File: src/rtl/video_pal_out.sv
`default_nettype none
// video_pal_out: VGA scan-out from line buffer through palette to registered pins.
// Optional feature macro VIDEO_PAL_SCANLINE_EN adds scanline_en (halves odd lines).
module video_pal_out #(
  parameter int H_ACTIVE = 640,
  parameter int H_FP     = 16,
  parameter int H_SYNC   = 96,
  parameter int H_BP     = 48,
  parameter int V_ACTIVE = 480,
  parameter int V_FP     = 10,
  parameter int V_SYNC   = 2,
  parameter int V_BP     = 33,
  parameter int SYNC_POL = 0
) (
  input  logic       clk,
  input  logic       reset_n,
`ifdef VIDEO_PAL_SCANLINE_EN
  input  logic       scanline_en,
`endif
  output logic [9:0] lb_rdaddr,
  output logic [8:0] lb_line,
  input  logic [5:0] lb_rddata,
  output logic [5:0] palidx,
  input  logic [3:0] pal_r,
  input  logic [3:0] pal_g,
  input  logic [3:0] pal_b,
  output logic [3:0] vga_r,
  output logic [3:0] vga_g,
  output logic [3:0] vga_b,
  output logic       vga_hsync,
  output logic       vga_vsync,
  output logic       vblank_irq,
  output logic       line_start
);

  localparam int H_TOTAL = H_ACTIVE + H_FP + H_SYNC + H_BP;
  localparam int V_TOTAL = V_ACTIVE + V_FP + V_SYNC + V_BP;

  localparam logic [9:0] H_LAST = 10'(H_TOTAL - 1);
  localparam logic [9:0] H_ACT  = 10'(H_ACTIVE);
  localparam logic [9:0] HS_BEG = 10'(H_ACTIVE + H_FP);
  localparam logic [9:0] HS_END = 10'(H_ACTIVE + H_FP + H_SYNC);
  localparam logic [9:0] V_LAST = 10'(V_TOTAL - 1);
  localparam logic [9:0] V_ACT  = 10'(V_ACTIVE);
  localparam logic [9:0] VS_BEG = 10'(V_ACTIVE + V_FP);
  localparam logic [9:0] VS_END = 10'(V_ACTIVE + V_FP + V_SYNC);
  localparam logic       SYNC_ACT = (SYNC_POL != 0);

  // Per-pixel flags that travel down the pipeline alongside the colour.
  localparam int F_ACT = 0;
  localparam int F_HS  = 1;
  localparam int F_VS  = 2;
  localparam int F_VBL = 3;
`ifdef VIDEO_PAL_SCANLINE_EN
  localparam int F_ODD = 4;
  localparam int NF    = 5;
`else
  localparam int NF    = 4;
`endif

  logic [9:0]    hcnt_q, hcnt_d;
  logic [9:0]    vcnt_q, vcnt_d;
  logic [NF-1:0] st1_q, st1_d;
  logic [NF-1:0] st2_q, st2_d;
  logic [5:0]    palidx_q, palidx_d;
  logic [11:0]   rgb_q, rgb_d;
  logic          hsync_q, hsync_d;
  logic          vsync_q, vsync_d;
  logic          irq_q, irq_d;
  logic          line_start_q, line_start_d;

  always_comb begin
    hcnt_d = (hcnt_q == H_LAST) ? 10'd0 : hcnt_q + 10'd1;
    vcnt_d = vcnt_q;
    if (hcnt_q == H_LAST) begin
      vcnt_d = (vcnt_q == V_LAST) ? 10'd0 : vcnt_q + 10'd1;
    end
    line_start_d = (hcnt_q == H_LAST) && (vcnt_d < V_ACT);

    st1_d        = '0;
    st1_d[F_ACT] = (hcnt_q < H_ACT) && (vcnt_q < V_ACT);
    st1_d[F_HS]  = (hcnt_q >= HS_BEG) && (hcnt_q < HS_END);
    st1_d[F_VS]  = (vcnt_q >= VS_BEG) && (vcnt_q < VS_END);
    st1_d[F_VBL] = (hcnt_q == 10'd0) && (vcnt_q == V_ACT);
`ifdef VIDEO_PAL_SCANLINE_EN
    st1_d[F_ODD] = vcnt_q[0];
`endif

    st2_d    = st1_q;
    palidx_d = st1_q[F_ACT] ? lb_rddata : 6'd0;

    rgb_d = 12'h000;
    if (st2_q[F_ACT]) begin
      rgb_d = {pal_r, pal_g, pal_b};
`ifdef VIDEO_PAL_SCANLINE_EN
      if (scanline_en && st2_q[F_ODD]) begin
        rgb_d = {1'b0, pal_r[3:1], 1'b0, pal_g[3:1], 1'b0, pal_b[3:1]};
      end
`endif
    end
    hsync_d = st2_q[F_HS] ? SYNC_ACT : ~SYNC_ACT;
    vsync_d = st2_q[F_VS] ? SYNC_ACT : ~SYNC_ACT;
    irq_d   = st2_q[F_VBL];
  end

  always_ff @(posedge clk or negedge reset_n) begin
    if (!reset_n) begin
      hcnt_q       <= 10'd0;
      vcnt_q       <= 10'd0;
      st1_q        <= '0;
      st2_q        <= '0;
      palidx_q     <= 6'd0;
      rgb_q        <= 12'h000;
      hsync_q      <= ~SYNC_ACT;
      vsync_q      <= ~SYNC_ACT;
      irq_q        <= 1'b0;
      line_start_q <= 1'b0;
    end else begin
      hcnt_q       <= hcnt_d;
      vcnt_q       <= vcnt_d;
      st1_q        <= st1_d;
      st2_q        <= st2_d;
      palidx_q     <= palidx_d;
      rgb_q        <= rgb_d;
      hsync_q      <= hsync_d;
      vsync_q      <= vsync_d;
      irq_q        <= irq_d;
      line_start_q <= line_start_d;
    end
  end

  assign lb_rdaddr  = hcnt_q;
  assign lb_line    = vcnt_q[8:0];
  assign palidx     = palidx_q;
  assign vga_r      = rgb_q[11:8];
  assign vga_g      = rgb_q[7:4];
  assign vga_b      = rgb_q[3:0];
  assign vga_hsync  = hsync_q;
  assign vga_vsync  = vsync_q;
  assign vblank_irq = irq_q;
  assign line_start = line_start_q;

endmodule
`default_nettype wire

File: config.mk
export PLATFORM = sky130hd
export DESIGN_NAME = video_pal_out
export DESIGN_NICKNAME = d
export VERILOG_FILES = /design/src/rtl/video_pal_out.sv
export SDC_FILE = /design/constraint.sdc
export NUM_CORES = 1
export LEC_CHECK = 0
export ABC_AREA = 1
export BUFFER_PORTS_ARGS = -buffer_cell sky130_fd_sc_hd__buf_4
export CAP_MARGIN = 20
export CORE_MARGIN = 5
export CORE_UTILIZATION = 50
export CTS_CLUSTER_SIZE = 24
export DETAILED_ROUTE_END_ITERATION = 10
export PLACE_DENSITY = 0.89
export SETUP_SLACK_MARGIN = 0.05
export SYNTH_ARGS = -nofsm -noshare
export SYNTH_HDL_FRONTEND = slang
export SYNTH_SLANG_ARGS = --single-unit
File: constraint.sdc
create_clock -name clk -period 1.9 [get_ports clk]
set_clock_uncertainty 0.2 [all_clocks]
set_input_delay 0.38 -clock clk [delete_from_list [all_inputs] [get_ports clk]]
set_output_delay 0.38 -clock clk [all_outputs]
set_load 0.01 [all_outputs]
-- Yosys cells after proc, flatten, opt, wreduce, memory -nomap -nowiden
Index checks and enable logic that the tools add are counted.
- mux-type cells: 7
- add/sub/neg operators: 2
- reduce and logical (&&, ||, !) cells: 6
- eq/ne operators: 3
- magnitude comparators: 7
- operator list (operator ; count):
    $lt A10 B9 Y1 const B ; 3
    $mux W10 ; 3
    $add A10 B1 Y10 const B ; 2
    $eq A10 B10 Y1 const B ; 2
    $lt A10 B10 Y1 const B ; 2
    $mux W12 ; 1
    $eq A10 B9 Y1 const B ; 1
    $ge A10 B10 Y1 const B ; 1
    $ge A10 B9 Y1 const B ; 1
    $logic_not A10 Y1 ; 1
    $mux W6 ; 1
    $logic_and A1 B1 Y1 ; 5
    $mux W1 ; 2
- flip-flop bits (word level): 50
- input bits: 20
- output and inout bits: 41

-- Logic depth before layout (Yosys ltp)
Gate-level depths: netlist of run 1.
- word-level depth: 5
- depth in mapped cells: 11
- mapped depth without buffers: 11

-- Worst setup path after synthesis of run 1
No wires, ideal clock.
- path type: register to register
- from: register hcnt_q[0] (netlist: lb_rdaddr[0])
- to: register line_start_q (netlist: line_start)
- arrival time: 1427 ps
- buffers on the path: 0
- library setup time: 115 ps
- clock period less this slack: 1742 ps
- setup slack: 158 ps
- stages on the path, launching flop included: 11
- cell sequence: dfrtp_1 -> ha_1 -> nand2_2 -> nor2_4 -> nand2_4 -> nor2_8 -> nand3_1 -> nand2_2 -> nand2_1 -> nor2_1 -> nor2_1
- cells in the longest elaborated chain, start to end: 4
- ends and longest elaborated chain (what ; line ; RTL):
    from (decl) ; 61 ; logic [9:0] hcnt_q, hcnt_d;
    from (signal assigned) ; 119 ; hcnt_q <= hcnt_d;
    $eq A10 B10 Y1 ; 75 ; if (hcnt_q == H_LAST) begin
    $mux W10 ; 75 ;
    named net vcnt_d[6] ; 62 ; logic [9:0] vcnt_q, vcnt_d;
    $lt A10 B9 Y1 ; 78 ; line_start_d = (hcnt_q == H_LAST) && (vcnt_d < V_ACT);
    $logic_and A1 B1 Y1 ; 78 ;
    named net line_start_d ; 70 ; logic line_start_q, line_start_d;
    to (signal assigned) ; 128 ; line_start_q <= line_start_d;
    to (decl) ; 70 ;
The timed path passes the listed nets, and every way through them passes these cells.

-- Worst setup path after layout of run 1
Same ends and word-level chain as after synthesis.

==> results.toml, run 1 <==
[sta]
max_freq_ghz = 0.568
min_period_ps = 1760
setup_viol = 0
fin_hold_ws_ps = 65.0
fin_crit_sh_pct = 92.7
worst_slew_pin_slew_ps = 621
tns_ps = 0
final-hold-violation-count = 0
slew_headroom_pct = 58.6
rsz0062_at_grt = "no"
drv_slew = 0

[place]
io_buffers = 60
dp_hpwl_um = 3700
place_area_um2 = 2730
globalplace.congestion = 0.890
post-place-cells = 359

[pwr]
p_switching_w = 0.000401
p_int_w = 0.00153
clockPowerShare_pct = 38.0
powerDensity_nw_per_um2 = 667
power.share.sequential_pct = 56.3
vdd_drop_max_mv = 0.427
power_frac_comb_pct = 5.7
swShare_pct = 20.7
finalPower_w = 0.00193
p_leak_nw = 1.58

[flow_run]
maxCapViolations = 0

[outcome]
status = "finished, final reports clean"

[clocking]
cts_root_buf = "clkbuf_8"
h-tree-depth = 2
cts_tree = "built"
insertion_delay_ps = 300
cts_buffer_depth = 2
cts_sinks = 50
clk_pin_slew_ps = 90
cts_buffers = 5

[synth]
yosysSeqAreaShare_pct = 55.6
synth_cells = 252
synth-edff-count = 0
synth_area_leaders = "dfrtp_1 53%, nand2_1 9.5%, inv_1 8.3%"
synthFlopType = "dfrtp_1"
async_flop_share_pct = 100
synth_common_cells = "57 x nand2_1, 50 x inv_1, 48 x dfrtp_1"
syn_nets = 276
yosysUniqueCellTypes = 26
synth_top_area_share_pct = 53.3
ys_warn_count = 0
synth_most_common_cell = "nand2_1"
synth_area_um2 = 2250
ys_seq_elements = 50
avgSynthCellArea_um2 = 8.94
yosysTopAreaCell = "dfrtp_1"

[detailed_routing]
wl_um = 5160
antenna_left = 0
drt_iter0_drc = 122
firstDrtPassIters = 4
vias = 1847
drt-wirelength-per-cell_um = 13.9
viasPerCell = 4.99
drc_errors = 0

[critical_path]
critPathCaptureType = "flop"
cp.arrival_ps = 1760
cp_max_fo = 10
critPathLaunchType = "flop"
critPathKind = "flop to flop"
required_ps = 1900

[layout]
fin_nets = 341
multiInputGateArea_um2 = 759
seq_area_um2 = 1250
drive_gt1_share_pct = 30.2
design_area_um2 = 2900
area_delta_synth_final_pct = 28.6
nFillCells = 359
stdcell_count = 370
antenna_cells = 0

[floorplanning]
fp.dieW_um = 77.1
initial_utilization_pct = 51.8
die_h_um = 77.1
fp.dieArea_um2 = 5950
ios = 61
rows = 24
core_region_area_um2 = 4350

[global_routing]
grt_pass1_wl_um = 8760
grt_max_degree = 51
overflow = 0
met3_usage_pct = 6.32
antenna_found_initial = 0
met2_usage_pct = 29.0
met1_usage_pct = 22.7
grt_usage_pct = 17.9
top_usage_layer = "met2"
first_global_vias = 1877

[min_path]
hp-class = "primary input to flop"
-- layout by cell type, fill, tap and decap left out, types with 3 or more instances in the layout --
cell type,n
nand3_2,5
nand2_1,57
a21oi_1,7
dfrtp_1,47
o21ai_0,5
nor3_1,4
a211oi_1,3
nor2_2,3
ha_1,3
buf_4,68
nor4_1,3
inv_1,50
nand3_1,9
nor2_1,26
clkbuf_8,5
-- repair_timing --
item	CTS	global route
resized for setup	2	5
endpoints found under the hold margin	48	0
setup endpoints to repair	5	5
pin swaps	0	2
hold buffers	1	0
buffers inserted	1	1
-- area by class of cell --
cell class                      count  area share [%]
Timing Repair Buffer               69            18.0
Sequential cell                    50            43.3
Clock buffer                        6            2.50
Tap cell                           52            2.25
Clock inverter                      2            1.30
Multi-Input combinational cell    141            26.2
Inverter                           50            6.48
-- metrics by stage --
stage          utilization, %  setup slack, ps
6_report                 66.6              138
5_1_grt                  66.6             50.3
4_1_cts                  65.8             96.0
3_5_place_dp             62.7            -11.9
3_3_place_gp             62.7             95.7
2_1_floorplan               -              158
-- path summary, 6_finish.rpt --
path,to,slack [ps],from,cells after the start
max in group asynchronous,lb_rdaddr[8]$_DFF_PN0_,620,reset_n,2
setup reg to reg,line_start$_DFF_PN0_,140,lb_rdaddr[0]$_DFF_PN0_,10
hold reg to reg,vga_hsync$_DFF_PN1_,150,st2_q[1]$_DFF_PN0_,1
min in group asynchronous,vcnt_q[1]$_DFFE_PN0N_,440,reset_n,2
setup / recovery,line_start$_DFF_PN0_,140,lb_rdaddr[0]$_DFF_PN0_,10
hold / removal,palidx[0]$_DFF_PN0_,60,lb_rddata[0],3
-- worst max-delay path, stage by stage, from the launching register on --
cell and delay (ps):
dfrtp_1 400, ha_4 170, nand3_2 110, nor2_2 150
nand2_4 130, nor2_1 110, nor2_1 40, nor2_1 140
nand2_1 70, nor2_1 90, nor2_1 40
-- cells by family after synthesis --
logic type                 count (synthesis)  share of synthesized area (%)
DFF                                       50                           55.6
AOI/OAI and AO/OA                         16                           3.94
and+or+nand+nor                          119                           25.4
buffers and inverters                     61                           12.0
adders and majority gates                  4                           2.22
xor gates and xnor gates                   2                          0.777
-- routing by layer --
metal | wire length [µm] | vias to the layer above
met5 | 0 | -
met4 | 55 | 0
met3 | 421 | 5
met2 | 2430 | 83
met1 | 2250 | 876
li1 | - | 883
-- flip-flops by register name (all words and copies together) (netlist names), 4 cells and up --
signal / count
lb_rdaddr: 10
st2_q: 4
palidx: 6
vcnt_q: 10
st1_q: 4
rgb_q: 12
-- power by group through the flow --
| stage | logic [W] | registers (W) | clock network, W |
|---|---|---|---|
| after detailed placement | 0.000110 | 0.00111 | 0 |
| after global routing | 0.000124 | 0.00109 | 0.000803 |
| after global placement | 0.000107 | 0.00111 | 0 |
| final | 0.000110 | 0.00109 | 0.000734 |
| after CTS | 0.000112 | 0.00109 | 0.000756 |
| after floorplan | 0.0000139 | 0.00112 | 0 |
No activity file was read; power rests on OpenSTA's default activity.
==> inputs of run 2 (changes only) <==
Settings changed: CORE_UTILIZATION 50 to 52, GPL_TIMING_DRIVEN from default to 1, PLACE_DENSITY 0.89 to 0.91.
==> run 2 against run 1 <==
Combinational power about the same. Routed wire length down 4.5%. Total power about the same. Cell count down 0.27%. Largest cell class unchanged.
==> results.toml, run 2 (same netlist as run 1, synthesis figures left out) <==
[layout]
layout_common_cells = "67 x buf_4, 57 x nand2_1, 49 x inv_1"
largest_register = "rgb_q"
design_area_um2 = 2920
drive_gt1_share_pct = 31.2
antenna_cells = 0
fin_nets = 340
area_delta_synth_final_pct = 29.5
largest_register_ffs = 12
final_util_pct = 68.4
final_common_cell = "buf_4"
nFillCells = 341

[floorplanning]
rows = 24
fp.dieArea_um2 = 5750
fp.dieW_um = 75.8
core_region_area_um2 = 4260
ios = 61
initial_utilization_pct = 52.8
die_h_um = 75.8

[critical_path]
crit_chain = "nand2_1 -> nor2_1 -> inv_1 -> nor2_8 -> nand2_1 -> nand2_1 -> nand3_2 -> nand2_1 -> nor2_1"
crit_family = "simple AND/OR/NAND/NOR gates"
worst_path_largest_cell_delay_ps = 490
slowest_stage = "dfrtp_1"
timing.critical_path.buf_inv = 1
cp.arrival_ps = 1750
critPathLaunchType = "flop"
required_ps = 1900
cp_max_fo = 7
critPathCaptureType = "flop"
crit_top_cell = "nand2_1"
critPathKind = "flop to flop"

[pwr]
p_leak_nw = 1.55
finalPower_w = 0.00193
powerDensity_nw_per_um2 = 662
vdd_drop_max_mv = 0.341

[detailed_routing]
viasPerCell = 4.85
antenna_left = 0
vias = 1788
wl_um = 4930
drt_iter0_drc = 121
drc_errors = 0
firstDrtPassIters = 4
drt-wirelength-per-cell_um = 13.4

[sta]
final-hold-violation-count = 0
drv_slew = 0
rsz0062_at_grt = "no"
fin_crit_sh_pct = 92.3
min_period_ps = 1750
slew_headroom_pct = 59.5
worst_slew_pin_slew_ps = 608
setup_viol = 0
max_freq_ghz = 0.570

[outcome]
status = "finished, final reports clean"

[place]
dp_hpwl_um = 3670
globalplace.congestion = 0.943
io_buffers = 60
place_area_um2 = 2710

[global_routing]
antenna_found_initial = 0
overflow = 0
grt_usage_pct = 18.2
grt_pass1_wl_um = 7980
first_global_vias = 1816
grt_max_degree = 51

[clocking]
insertion_delay_ps = 300
cts_tree = "built"
cts_buffers = 5
clk_pin_slew_ps = 90
cts_sinks = 50
h-tree-depth = 2
cts_root_buf = "clkbuf_8"
cts_buffer_depth = 2

[flow_run]
maxCapViolations = 0

[min_path]
hp-class = "primary input to flop"
==> run 2: per-stage QoR <==
| stage | hold slack, ps | TNS, ps | setup WS (ps) | instances |
|---|---|---|---|---|
| after global routing | 64.5 | 0 | 43.7 | 369 |
| final | 61.2 | 0 | 147 | 369 |
| after global placement | 133 | 0 | 43.9 | 356 |
| after detailed placement | 136 | -28.3 | -28.3 | 356 |
| after floorplan | -116 | 0 | 158 | 252 |
| after CTS | 54.1 | 0 | 56.8 | 365 |
==> run 2: report_power, final <==
group          switching [W]  internal, W
Clock               0.000341     0.000393
Sequential        0.00000604      0.00108
Combinational      0.0000530    0.0000559
Total               0.000400      0.00153
==> run 2: timing repair <==
| action | CTS | global route |
|---|---|---|
| hold endpoints to repair | 48 | 0 |
| gates resized for setup | 3 | 11 |
| pin swaps | 0 | 6 |
| hold buffers | 1 | 0 |
| endpoints found under the setup margin | 5 | 7 |
| setup buffers | 0 | 4 |
==> run 2: worst register-to-register path, delay by kind of cell (launching register included) <==
kind          cells  cell delay (ps)
flops             1              490
buf+inv           1              150
simple gates      8              820
==> run 2: routing by layer <==
metal | track usage (%) | routed length [µm] | vias up
met2 | 31.8 | 2320 | 75
met1 | 22.2 | 2070 | 821
met4 | 5.24 | 49 | 0
met3 | 4.35 | 494 | 7
met5 | 0 | 0 | -
li1 | - | - | 885
==> run 2: cell type report <==
cell class / instances / area [µm²] / area share [%]
flip-flops and latches: 50 / 1260 / 43.1
multi-input cells: 141 / 786 / 26.9
repair buffers: 68 / 513 / 17.6
inverters: 50 / 188 / 6.43
clock buffers: 6 / 72.6 / 2.49
well taps: 52 / 65.1 / 2.23
clock inverters: 2 / 37.5 / 1.29
==> run 2: final timing paths <==
kind                                        from                endpoint  slack (ps)  cells after the start
setup / recovery           vcnt_q[3]$_DFFE_PN0N_    line_start$_DFF_PN0_         150                      9
hold / removal                          pal_b[2]      rgb_q[2]$_DFF_PN0_          60                      3
setup reg to reg           vcnt_q[3]$_DFFE_PN0N_    line_start$_DFF_PN0_         150                      9
hold reg to reg               st1_q[2]$_DFF_PN0_      st2_q[2]$_DFF_PN0_         160                      0
max in group asynchronous                reset_n  lb_rdaddr[8]$_DFF_PN0_         630                      2
min in group asynchronous                reset_n     palidx[4]$_DFF_PN0_         440                      2
==> inputs of run 3 (changes only) <==
Settings changed: SETUP_SLACK_MARGIN 0.05 to 0.3.
==> run 3 against run 2 <==
Maximum frequency fell by 0.15%. Total power grew 1.1%. Sequential share of layout area fell by 3.5 points. Largest power group unchanged.
==> results.toml, run 3 (same netlist as run 1, synthesis figures left out) <==
[floorplanning]
fp.dieArea_um2 = 5750
core_region_area_um2 = 4260
ios = 61
die_h_um = 75.8
initial_utilization_pct = 52.8
fp.dieW_um = 75.8
rows = 24

[layout]
final_common_cell = "buf_4"
fin_nets = 360
area_delta_synth_final_pct = 41.8
nFillCells = 293
layout_common_cells = "81 x buf_4, 54 x nand2_1, 42 x inv_1"
largest_register = "rgb_q"
stdcell_count = 389
largest_register_ffs = 12
antenna_cells = 0
drive_gt1_share_pct = 43.9

[clocking]
cts_sinks = 50
cts_tree = "built"
cts_root_buf = "clkbuf_8"
clk_pin_slew_ps = 100
cts_buffers = 5
insertion_delay_ps = 310
cts_buffer_depth = 2
h-tree-depth = 2

[global_routing]
overflow = 0
first_global_vias = 1934
grt_pass1_wl_um = 8920
grt_max_degree = 51
antenna_found_initial = 0
grt_usage_pct = 21.1

[critical_path]
timing.critical_path.buf_inv = 1
critPathCaptureType = "flop"
crit_chain = "inv_2 -> nand2_2 -> nor2_4 -> nand2_4 -> nor2_8 -> nand2_1 -> nand2_1 -> nand3_2 -> nand2_1 -> nor2_1"
critPathLaunchType = "flop"
crit_top_cell = "nand2_1"
crit_family = "simple AND/OR/NAND/NOR gates"
cp.arrival_ps = 1770
worst_path_largest_cell_delay_ps = 470
required_ps = 1910
r2r_setup_slack_ps = 140
cp_max_fo = 7
slowest_stage = "dfrtp_2"
critPathKind = "flop to flop"

[sta]
final.setup.worst_slack_ps = 144
min_period_ps = 1760
final-hold-violation-count = 0
max_freq_ghz = 0.570
slew_headroom_pct = 59.5
rsz0062_at_grt = "yes"
drv_slew = 0
tns_ps = 0
setup_viol = 0
fin_crit_sh_pct = 92.4
worst_slew_pin_slew_ps = 607

[detailed_routing]
drt-wirelength-per-cell_um = 15.6
firstDrtPassIters = 4
antenna_left = 0
wl_um = 6070
drt_iter0_drc = 154
vias = 1993
drc_errors = 0
viasPerCell = 5.12

[pwr]
vdd_drop_max_mv = 0.498
powerDensity_nw_per_um2 = 612
p_leak_nw = 1.72

[outcome]
status = "finished, final reports clean"

[min_path]
hp-class = "primary input to flop"

[place]
post-place-cells = 354
dp_hpwl_um = 3690
io_buffers = 60
globalplace.congestion = 0.938
post-place-ws_ps = 83.7

[flow_run]
maxCapViolations = 0
## run 3: cell types whose count changed in the layout (fill, tap and decap cells not counted), sizes merged
cell,change
clkinv,+1
clkbuf,-1
inv,+1
clkinvlp,-1
buf,+20
## run 3: what timing repair did
item | 4_1_cts | 5_1_grt
resized for setup | 22 | 30
gates cloned | 0 | 0
hold endpoints to repair | 48 | 0
hold buffers | 1 | 0
pin swaps | 11 | 17
endpoints found under the setup margin | 11 | 25
setup buffers | 14 | 12
## run 3: tightest hold or removal path, delay by kind of cell
kind,cells,cell delay (ps)
buffers and inverters,2,120
and+or+nand+nor,1,40
## run 3: power by group
part	internal [W]	switching, W	leakage [nW]
registers	0.00108	0.00000535	0.615
logic	0.0000559	0.0000526	1.04
clock network	0.000395	0.000362	0.0585
total	0.00153	0.000420	1.72
## run 3: worst paths after layout
| check | end | cells after the start | start |
|---|---|---|---|
| min reg2reg | st2_q[2]$_DFF_PN0_ | 0 | st1_q[2]$_DFF_PN0_ |
| max in group asynchronous | lb_rdaddr[7]$_DFF_PN0_ | 2 | reset_n |
| min in group asynchronous | palidx[0]$_DFF_PN0_ | 2 | reset_n |
| max | line_start$_DFF_PN0_ | 10 | lb_rdaddr[7]$_DFF_PN0_ |
| min | rgb_q[6]$_DFF_PN0_ | 3 | pal_g[2] |
| max reg2reg | line_start$_DFF_PN0_ | 10 | lb_rdaddr[7]$_DFF_PN0_ |
## run 3: area by class of cell
type | instances | area (µm²) | area share (%)
flip-flops and latches | 50 | 1260 | 39.5
multi-input cells | 141 | 881 | 27.6
repair buffers | 88 | 686 | 21.5
inverters | 50 | 188 | 5.88
clock buffers | 5 | 68.8 | 2.15
well taps | 52 | 65.1 | 2.04
clock inverters | 3 | 43.8 | 1.37
## run 3: layer usage
metal	track usage, %	routed length, µm
met2	35.7	2960
met1	24.8	2240
met3	3.96	572
met4	12.6	297
met5	0	0
## run 3: through the flow
step                area (µm²)  hold WS (ps)  utilization (%)  total power [W]
detailed placement        2710           137             63.5          0.00122
floorplan                 2270          -116                -          0.00113
global route              3190          53.2             74.9          0.00204
global placement          2710           133             63.5          0.00121
CTS                       3010          50.9             70.6          0.00197
finish                    3190          58.3             74.9          0.00195
